===== config.mk =====
export PLATFORM = sky130hd
export DESIGN_NAME = tt_settle_timer
export DESIGN_NICKNAME = d
export VERILOG_FILES = /design/src/rtl/tt_settle_timer.sv
export SDC_FILE = /design/constraint.sdc
export NUM_CORES = 1
export LEC_CHECK = 0
export ABC_AREA = 1
export BUFFER_PORTS_ARGS = -buffer_cell sky130_fd_sc_hd__buf_2
export CAP_MARGIN = 20
export CORE_MARGIN = 5
export CORE_UTILIZATION = 30
export DETAILED_ROUTE_END_ITERATION = 12
export GPL_TIMING_DRIVEN = 0
export PLACE_DENSITY_LB_ADDON = 0.15
export SLEW_MARGIN = 25
export SYNTH_ARGS = -nofsm -noshare
export SYNTH_HDL_FRONTEND = slang
export SYNTH_SLANG_ARGS = --single-unit

===== constraint.sdc =====
create_clock -name clk -period 3.2 [get_ports clk]
set_input_delay 0.8 -clock clk [delete_from_list [all_inputs] [get_ports clk]]
set_output_delay 0.8 -clock clk [all_outputs]
set_load 0.01 [all_outputs]

===== src/rtl/tt_settle_timer.sv =====
// Settle-delay down-counter: loaded when a vector is applied, expires on its last wait cycle.
module tt_settle_timer #(
  parameter int W = 8
) (
  input  logic         clk,
  input  logic         rst,
  input  logic         load,
  input  logic [W-1:0] load_val,
  input  logic         count_en,
  output logic         expired
);

  logic [W-1:0] count;

  always_ff @(posedge clk or posedge rst) begin
    if (rst) begin
      count <= '0;
    end else if (load) begin
      count <= load_val;
    end else if (count_en && (count != '0)) begin
      count <= count - W'(1);
    end
  end

  // Terminal count of 1 makes a load of S produce exactly S counting cycles.
  assign expired = count_en && (count == W'(1));

endmodule


==> results of run 1 <==
==> per-layer routing <==
metal	up-vias	global-route usage	part of all wire
li1	313	-	-
met1	271	0.162	0.52
met2	13	0.173	0.42
met3	4	0.0241	0.046
met4	0	0.0729	0.014
met5	-	0	0
==> cell type report <==
type / instances / area [um^2]
Fill cell: 233 / 1230
Multi-Input combinational cell: 68 / 367
Sequential cell: 8 / 200
Timing Repair Buffer: 12 / 60.1
Inverter: 9 / 33.8
Tap cell: 27 / 33.8
Clock buffer: 3 / 22.5
Buffer: 2 / 11.3
==> stage by stage <==
step | hold slack [ns] | instances | cell area (um^2)
after CTS | 0.506 | 129 | 728
after global routing | 0.525 | 129 | 728
final | 0.494 | 129 | 728
after detailed placement | 0.582 | 126 | 706
after global placement | 0.572 | 126 | 706
after floorplan | 0.533 | 87 | 612
==> placed cells by master, fill, tap and decap left out, drive strengths merged <==
cell / instances
nor2: 10
ha: 3
clkbuf: 5
a31oi: 1
dfrtp: 8
inv: 9
nand3: 17
o21ai: 5
nand2: 25
xor2: 1
nor3: 1
buf: 12
xnor2: 1
nor4: 1
or2: 2
nand4: 1
==> report_power, final <==
part	internal, mW	switching [mW]	leakage (nW)
logic	0.0379	0.0578	0.271
clock network	0.0431	0.0364	0.0138
registers	0.116	0.0183	0.0959
total	0.197	0.112	0.381
==> cell families (layout without fill, tap and decap cells) <==
group                    after synthesis  count (layout)  share of synthesized area
buffers and inverters                 11              26                     0.0736
AO/OA/AOI/OAI                          6               6                     0.0634
AND/OR/NAND/NOR                       57              57                      0.446
adder cells (fa/ha/maj)                3               3                     0.0614
flip-flops                             8               8                      0.327
XOR/XNOR                               2               2                     0.0286
==> worst reg2reg max path, cell delays in order, from the launching register on <==
cell	delay (ns)
dfrtp_1	0.41
inv_1	0.14
ha_1	0.22
nand3_1	0.17
nor2_1	0.12
nand3_1	0.08
nand2_1	0.06
nand3_1	0.07
==> worst paths after layout <==
check | start | to | slack, ns | cells past startpoint
max in group asynchronous | rst | count[6] | 2.45 | 2
setup / recovery | count[1] | expired | 1.02 | 5
setup reg to reg | count[0] | count[6] | 1.81 | 7
hold / removal | rst | count[3] | 0.49 | 2
min in group clk | count[7] | count[7] | 0.59 | 2
hold reg to reg | count[7] | count[7] | 0.59 | 2
==> impl_metrics.yaml, run 1 <==
clocking:
  cts_tree: "done"
  cts-buffers-inserted: 3
  clockBufferDepth: 2
  ctsResizeCount: 0
  cts_root_buffer: "clkbuf_4"
  clkTransAtPathRegs_ns: 0.06
  cts_sinks: 8
  post_cts.repair.setup_buffers: 0
  postCtsHoldBufs: 0
  clock_latency_ns: 0.25
  htree_levels: 1
floorplan:
  die-area_um2: 3040
  pin_count: 13
  core_um2: 1960
  placementRows: 16
  die_h_um: 55.2
  start_util: 0.312
  fp.dieW_um: 55.2
logic_synthesis:
  avgSynthCellArea_um2: 7.03
  synth_edf_count: 0
  synth_area_leaders: "dfrtp_1 (33%), nand2_1 (14%), nand3_1 (14%), ha_1 (6.1%), inv_1 (5.5%)"
  synth_area_um2: 612
  yosysTopAreaCell: "dfrtp_1"
  ys_ff_latch: 8
  yosysSeqAreaShare: 0.327
  synth.distinct_cells: 19
  synth_ff_type: "dfrtp_1"
  syn_inst: 87
  synth_top_area_share: 0.327
  async_flop_share: 1.00
  yosysMostFrequentCell: "nand2_1"
  yosysWarningCount: 0
  ys_top_cells_by_count: "nand2_1 (23), nand3_1 (17), inv_1 (9), dfrtp_1 (8), nor2_1 (8)"
  syn-num-nets: 102
cells_and_area:
  nNetsFinal: 119
  top_regs: "count: 8 flops"
  largest_register_ffs: 8
  area_growth_pct: 19.0
  final_core_util: 0.371
  drive_gt1_frac: 0.245
  n_antenna_cell: 0
  regMostFlops: "count"
place:
  hpwl_um: 1120
  dpl_worst_slack_ns: 1.04
  numPortBuffers: 12
  place.gp.congestion: 0.798
setup_path:
  startpoint_type: "flop"
  cp_max_fo: 5
  arrival_ns: 1.38
  worst-setup-path-type: "flop to primary output"
  required_ns: 2.40
  crit_buf_inv: 2
  critical-path-max-stage-delay_ns: 0.38
  crit_chain: "inv_1 > ha_1 > nand3_1 > nor4_1 > buf_2"
  endpoint_kind: "primary output"
  crit_slowest_cell: "dfrtp_1"
  path_delay_family: "flip-flops"
power_and_ir_drop:
  leakagePower_nw: 0.381
  finalPower_mw: 0.310
  pwr_density_cell_nw_per_um2: 425
  vdd_ir_drop_max_v: 0.000204
routing:
  vias_per_cell: 4.66
  drc: 0
  wl_um: 1460
  wl_per_cell_um: 11.3
  antenna_left: 0
  vias: 601
  drtPass1Iterations: 4
  drt_iter0_drc: 9
timing:
  max_clock_freq_ghz: 0.459
  setup_slack_ns: 1.02
  final_max_slew_viol_count: 0
  hold_viol_final: 0
  maxSlewHeadroom: 0.680
  fin_crit_sh: 0.680
  fin_crit_ns: 2.18
  rsz0062_at_grt: "no"
  setup_viol: 0
  clock_skew_ns: 0.00142
  setup_tns_ns: 0
  worst_pin_slew_ns: 0.480
global_route:
  grt_max_degree: 11
  antenna_found_initial: 0
  grt_usage: 0.120
  grt_pass1_wl_um: 2510
  grt_pass1_vias: 581
  overflow: 0
status:
  status: "finished, final reports clean"
min_path:
  holdCritPathClass: "input pin to async pin"
job:
  max_cap_viol_count: 0
Power figures use the tool's default switching activity.
==> inputs of run 2 (changes only) <==
--- a/config.mk
+++ b/config.mk
@@ -5,7 +5,7 @@
 export SDC_FILE = /design/constraint.sdc
 export NUM_CORES = 1
 export LEC_CHECK = 0
-export ABC_AREA = 1
+export ABC_AREA = 0
 export BUFFER_PORTS_ARGS = -buffer_cell sky130_fd_sc_hd__buf_2
 export CAP_MARGIN = 20
 export CORE_MARGIN = 5
==> constraint.sdc (replaced) <==
create_clock -name clk -period 1.87 [get_ports clk]
set_input_delay 0.4675 -clock clk [delete_from_list [all_inputs] [get_ports clk]]
set_output_delay 0.4675 -clock clk [all_outputs]
set_load 0.01 [all_outputs]
==> impl_metrics.yaml, run 2 <==
status:
  status: "finished, final reports clean"
clocking:
  clockBufferDepth: 2
  cts_tree: "done"
  htree_levels: 1
  cts_sinks: 8
  cts_root_buffer: "clkbuf_4"
  cts-buffers-inserted: 3
  clkTransAtPathRegs_ns: 0.06
  clock_latency_ns: 0.25
cells_and_area:
  design_area_um2: 810
  final_cell_mix: "buf_2 (11), buf_4 (8), nor2_1 (6)"
  final_common_cell: "buf_2"
  regMostFlops: "count"
  drive_gt1_frac: 0.344
  top_regs: "count: 8 flops"
  nFillCells: 228
  final_core_util: 0.413
  largest_register_ffs: 8
  n_antenna_cell: 0
  area_growth_pct: 31.8
  nNetsFinal: 110
job:
  max_cap_viol_count: 0
floorplan:
  fp.dieW_um: 55.3
  pin_count: 13
  start_util: 0.313
  die_h_um: 55.3
  placementRows: 16
  die-area_um2: 3050
  core_um2: 1960
setup_path:
  endpoint_kind: "flop"
  cp_max_fo: 4
  arrival_ns: 1.99
  startpoint_type: "flop"
  worst-setup-path-type: "flop to flop"
  required_ns: 2.00
  reg2regPathDepth: 5
routing:
  wl_um: 1530
  drt_iter0_drc: 15
  vias: 630
  vias_per_cell: 5.25
  drtPass1Iterations: 4
  antenna_left: 0
  drc: 0
  wl_per_cell_um: 12.8
logic_synthesis:
  async_flop_share: 1.00
  avgSynthCellArea_um2: 8.53
  ys_ff_latch: 8
  synth_area_leaders: "dfrtp_1 (33%), ha_1 (6.1%), inv_1 (3.7%), nor2_1 (3.7%), o211ai_1 (3.7%)"
  synth_edf_count: 0
  synth_top_area_share: 0.326
  synth_ff_type: "dfrtp_1"
  yosysWarningCount: 0
  ys_top_cells_by_count: "dfrtp_1 (8), inv_1 (6), nor2_1 (6), nand2_1 (5)"
  yosysSeqAreaShare: 0.326
  yosysTopAreaCell: "dfrtp_1"
  yosysMostFrequentCell: "dfrtp_1"
  syn-num-nets: 87
  synth.distinct_cells: 34
  synth_area_um2: 614
  syn_inst: 72
global_route:
  grt_pass1_wl_um: 2760
  overflow: 0
  grt_pass1_vias: 611
  antenna_found_initial: 0
  grt_max_degree: 11
  grt_usage: 0.110
timing:
  worst_pin_slew_ns: 0.411
  maxSlewHeadroom: 0.726
  final_max_slew_viol_count: 0
  fin_crit_sh: 0.993
  fin_crit_ns: 1.86
  max_clock_freq_ghz: 0.538
  setup_tns_ns: 0
  setup_viol: 0
  rsz0062_at_grt: "yes"
  clock_skew_ns: 0.000482
  hold_viol_final: 0
place:
  numPortBuffers: 11
  hpwl_um: 1110
  place.gp.congestion: 0.763
  placed_area_um2: 726
min_path:
  holdCritPathClass: "input pin to async pin"
power_and_ir_drop:
  leakagePower_nw: 0.358
  pwr_density_cell_nw_per_um2: 640
  vdd_ir_drop_max_v: 0.000341
[run 2: changes by cell type after synthesis, sizes merged, moves of 3 or more]
cell	previous run	this run
o21ai	5	2
nor4b	0	3
o211ai	0	3
nand2	25	5
nand3	17	3
nor2	10	6
or3	0	3
[run 2: timing repair]
item | in CTS | in global routing
resized for setup | 2 | 2
endpoints found under the hold margin | 0 | 0
pin swaps | 1 | 0
endpoints found under the setup margin | 4 | 3
buffers inserted | 7 | 1
hold buffers | 0 | 0
[run 2: logic make-up (layout without fill, tap and decap cells)]
kind of cell,Yosys count,in the layout,share of synthesized area
flip-flops,8,8,0.326
adder cells (fa/ha/maj),3,3,0.0611
AND/OR/NAND/NOR,33,33,0.326
buffers and inverters,10,31,0.0631
AO/OA/AOI/OAI,18,18,0.224
[run 2: final cells by class]
cell class	instances	area [um^2]	area share
plain buffers	2	7.51	0.00927
multi-input cells	54	400	0.495
well taps	27	33.8	0.0417
flip-flops and latches	8	204	0.252
clock buffers	3	22.5	0.0278
repair buffers	19	115	0.142
inverters	7	26.3	0.0325
[run 2: routing by layer]
| layer | global-route usage | share of wire |
|---|---|---|
| met5 | 0 | 0 |
| met4 | 0.0313 | 0.0085 |
| met3 | 0.0420 | 0.074 |
| met2 | 0.159 | 0.46 |
| met1 | 0.151 | 0.46 |
[run 2: worst max-delay path: stages (launching register included)]
cell     delay (ns)
dfrtp_2        0.41
inv_2          0.07
ha_4           0.13
or4b_4         0.48
o311a_1        0.30
or3_1          0.35
[run 2: path summary, 6_finish.rpt]
path	startpoint	endpoint	slack, ns
worst max-delay path	count[0]	count[5]	0.01
worst min-delay path	rst	count[4]	0.16
worst max register to register	count[0]	count[5]	0.01
worst min register to register	count[7]	count[7]	0.65
max in group asynchronous	rst	count[3]	1.43
min in group clk	load_val[1]	count[1]	0.43
[run 2: per-stage QoR]
stage / hold WS [ns] / total power, mW / setup slack (ns) / instances
global placement: 0.449 / 0.357 / -0.219 / 110
finish: 0.163 / 0.518 / 0.0123 / 120
global route: 0.182 / 0.560 / -0.0331 / 120
floorplan: 0.283 / 0.318 / -0.0834 / 72
detailed placement: 0.448 / 0.357 / -0.193 / 110
CTS: 0.168 / 0.522 / 0.00989 / 119
[run 2: power by group]
part	internal, mW	switching [mW]
logic	0.0787	0.0715
registers	0.196	0.0347
clock network	0.0737	0.0630
==> inputs of run 3 (changes only) <==
--- a/config.mk
+++ b/config.mk
@@ -12,7 +12,6 @@
 export CORE_UTILIZATION = 30
 export DETAILED_ROUTE_END_ITERATION = 12
 export GPL_TIMING_DRIVEN = 0
-export PLACE_DENSITY_LB_ADDON = 0.15
 export SLEW_MARGIN = 25
 export SYNTH_ARGS = -nofsm -noshare
 export SYNTH_HDL_FRONTEND = slang
==> impl_metrics.yaml, run 3 (same netlist as run 2, synthesis figures left out) <==
cells_and_area:
  final_cell_mix: "buf_2 (11), nor2_1 (6), buf_4 (6)"
  regMostFlops: "count"
  drive_gt1_frac: 0.330
  area_growth_pct: 29.7
  largest_register_ffs: 8
  final_common_cell: "buf_2"
  n_antenna_cell: 0
  nNetsFinal: 108
  final_core_util: 0.406
  top_regs: "count: 8 flops"
  design_area_um2: 797
power_and_ir_drop:
  vdd_ir_drop_max_v: 0.000250
  p_sw_mw: 0.173
  combPwrFrac: 0.281
  switching_share: 0.334
  leakagePower_nw: 0.349
  clockPowerShare: 0.268
  intPower_mw: 0.345
  pwr_density_cell_nw_per_um2: 651
  seqPwrFrac: 0.451
  finalPower_mw: 0.519
timing:
  rsz0062_at_grt: "yes"
  worst_pin_slew_ns: 0.439
  clock_skew_ns: 0.00285
  maxSlewHeadroom: 0.707
  max_clock_freq_ghz: 0.540
  final_max_slew_viol_count: 0
  fin_crit_ns: 1.85
  setup_viol: 0
  fin_crit_sh: 0.990
  setup_tns_ns: 0
  hold_viol_final: 0
clocking:
  cts_root_buffer: "clkbuf_4"
  cts-buffers-inserted: 3
  clockBufferDepth: 2
  postCtsHoldBufs: 0
  cts_sinks: 8
  cts_tree: "done"
  htree_levels: 1
  clock_latency_ns: 0.26
  clkTransAtPathRegs_ns: 0.06
setup_path:
  startpoint_type: "flop"
  arrival_ns: 2.04
  endpoint_kind: "flop"
  critical-path-max-stage-delay_ns: 0.47
  worst-setup-path-type: "flop to flop"
  crit_chain: "inv_4 > ha_4 > or4b_4 > buf_4 > or4_1 > nand3_1"
  cp_max_fo: 6
  required_ns: 2.06
  crit_slowest_cell: "or4b_4"
routing:
  vias_per_cell: 5.32
  wl_per_cell_um: 12.8
  drtPass1Iterations: 4
  wl_um: 1520
  vias: 628
  drt_iter0_drc: 19
  antenna_left: 0
  drc: 0
global_route:
  grt_pass1_wl_um: 2550
  grt_pass1_vias: 580
  use_met3: 0.0373
  overflow: 0
  grt_max_degree: 11
  antenna_found_initial: 0
  grt.busiest_layer: "met2"
  grt_usage: 0.106
  grt_use_met2: 0.159
  use_met1: 0.133
floorplan:
  fp.dieW_um: 55.3
  die-area_um2: 3050
  placementRows: 16
  die_h_um: 55.3
  pin_count: 13
  start_util: 0.313
  core_um2: 1960
place:
  numPortBuffers: 11
  place.gp.congestion: 0.823
  hpwl_um: 1100
  placed_area_um2: 726
status:
  status: "finished, final reports clean"
job:
  max_cap_viol_count: 0
min_path:
  holdCritPathClass: "input pin to async pin"
==> run 3: timing repair <==
item                                    CTS  global route
endpoints found under the setup margin    4             4
pin swaps                                 1             2
hold endpoints to repair                  0             0
setup buffers                             5             1
resized for setup                         3             2
==> run 3: cell type report <==
cell class	count	area (um^2)
Buffer	2	7.51
Clock buffer	3	22.5
Fill cell	210	1160
Inverter	7	28.8
Multi-Input combinational cell	54	400
Sequential cell	8	204
Tap cell	27	33.8
Timing Repair Buffer	17	100
==> run 3: per-stage QoR <==
stage	instances	hold slack (ns)	setup slack (ns)
after floorplan	72	0.283	-0.0834
after global placement	110	0.442	-0.187
after detailed placement	110	0.441	-0.215
after CTS	117	0.163	0.0123
after global routing	118	0.186	-0.0184
final	118	0.152	0.0190
==> run 3: critical path: cells and delay by family (launching register included) <==
family                     cells  cell delay, ns
DFF                            1            0.42
and+or+nand+nor                3            0.97
adders and majority gates      1            0.14
buffers and inverters          2            0.25
==> run 3: path summary, 6_finish.rpt <==
path | start | to | slack [ns] | cells after the start
worst max-delay path | count[0] | count[0] | 0.02 | 6
worst min-delay path | rst | count[4] | 0.15 | 2
worst max register to register | count[0] | count[0] | 0.02 | 6
worst min register to register | count[0] | count[0] | 0.63 | 3
max in group asynchronous | rst | count[0] | 1.45 | 2
min in group clk | load_val[7] | count[7] | 0.44 | 3
==> run 3: power by group through the flow <==
| stage | clock (mW) | combinational (mW) | sequential (mW) |
|---|---|---|---|
| floorplan | 0 | 0.0926 | 0.225 |
| global placement | 0 | 0.118 | 0.236 |
| detailed placement | 0 | 0.123 | 0.236 |
| CTS | 0.148 | 0.143 | 0.231 |
| global route | 0.154 | 0.165 | 0.236 |
| finish | 0.139 | 0.146 | 0.234 |
==> run 3: layer usage <==
metal | vias up | part of all wire
li1 | 307 | -
met1 | 287 | 0.47
met2 | 30 | 0.45
met3 | 4 | 0.067
met4 | 0 | 0.018
met5 | - | 0
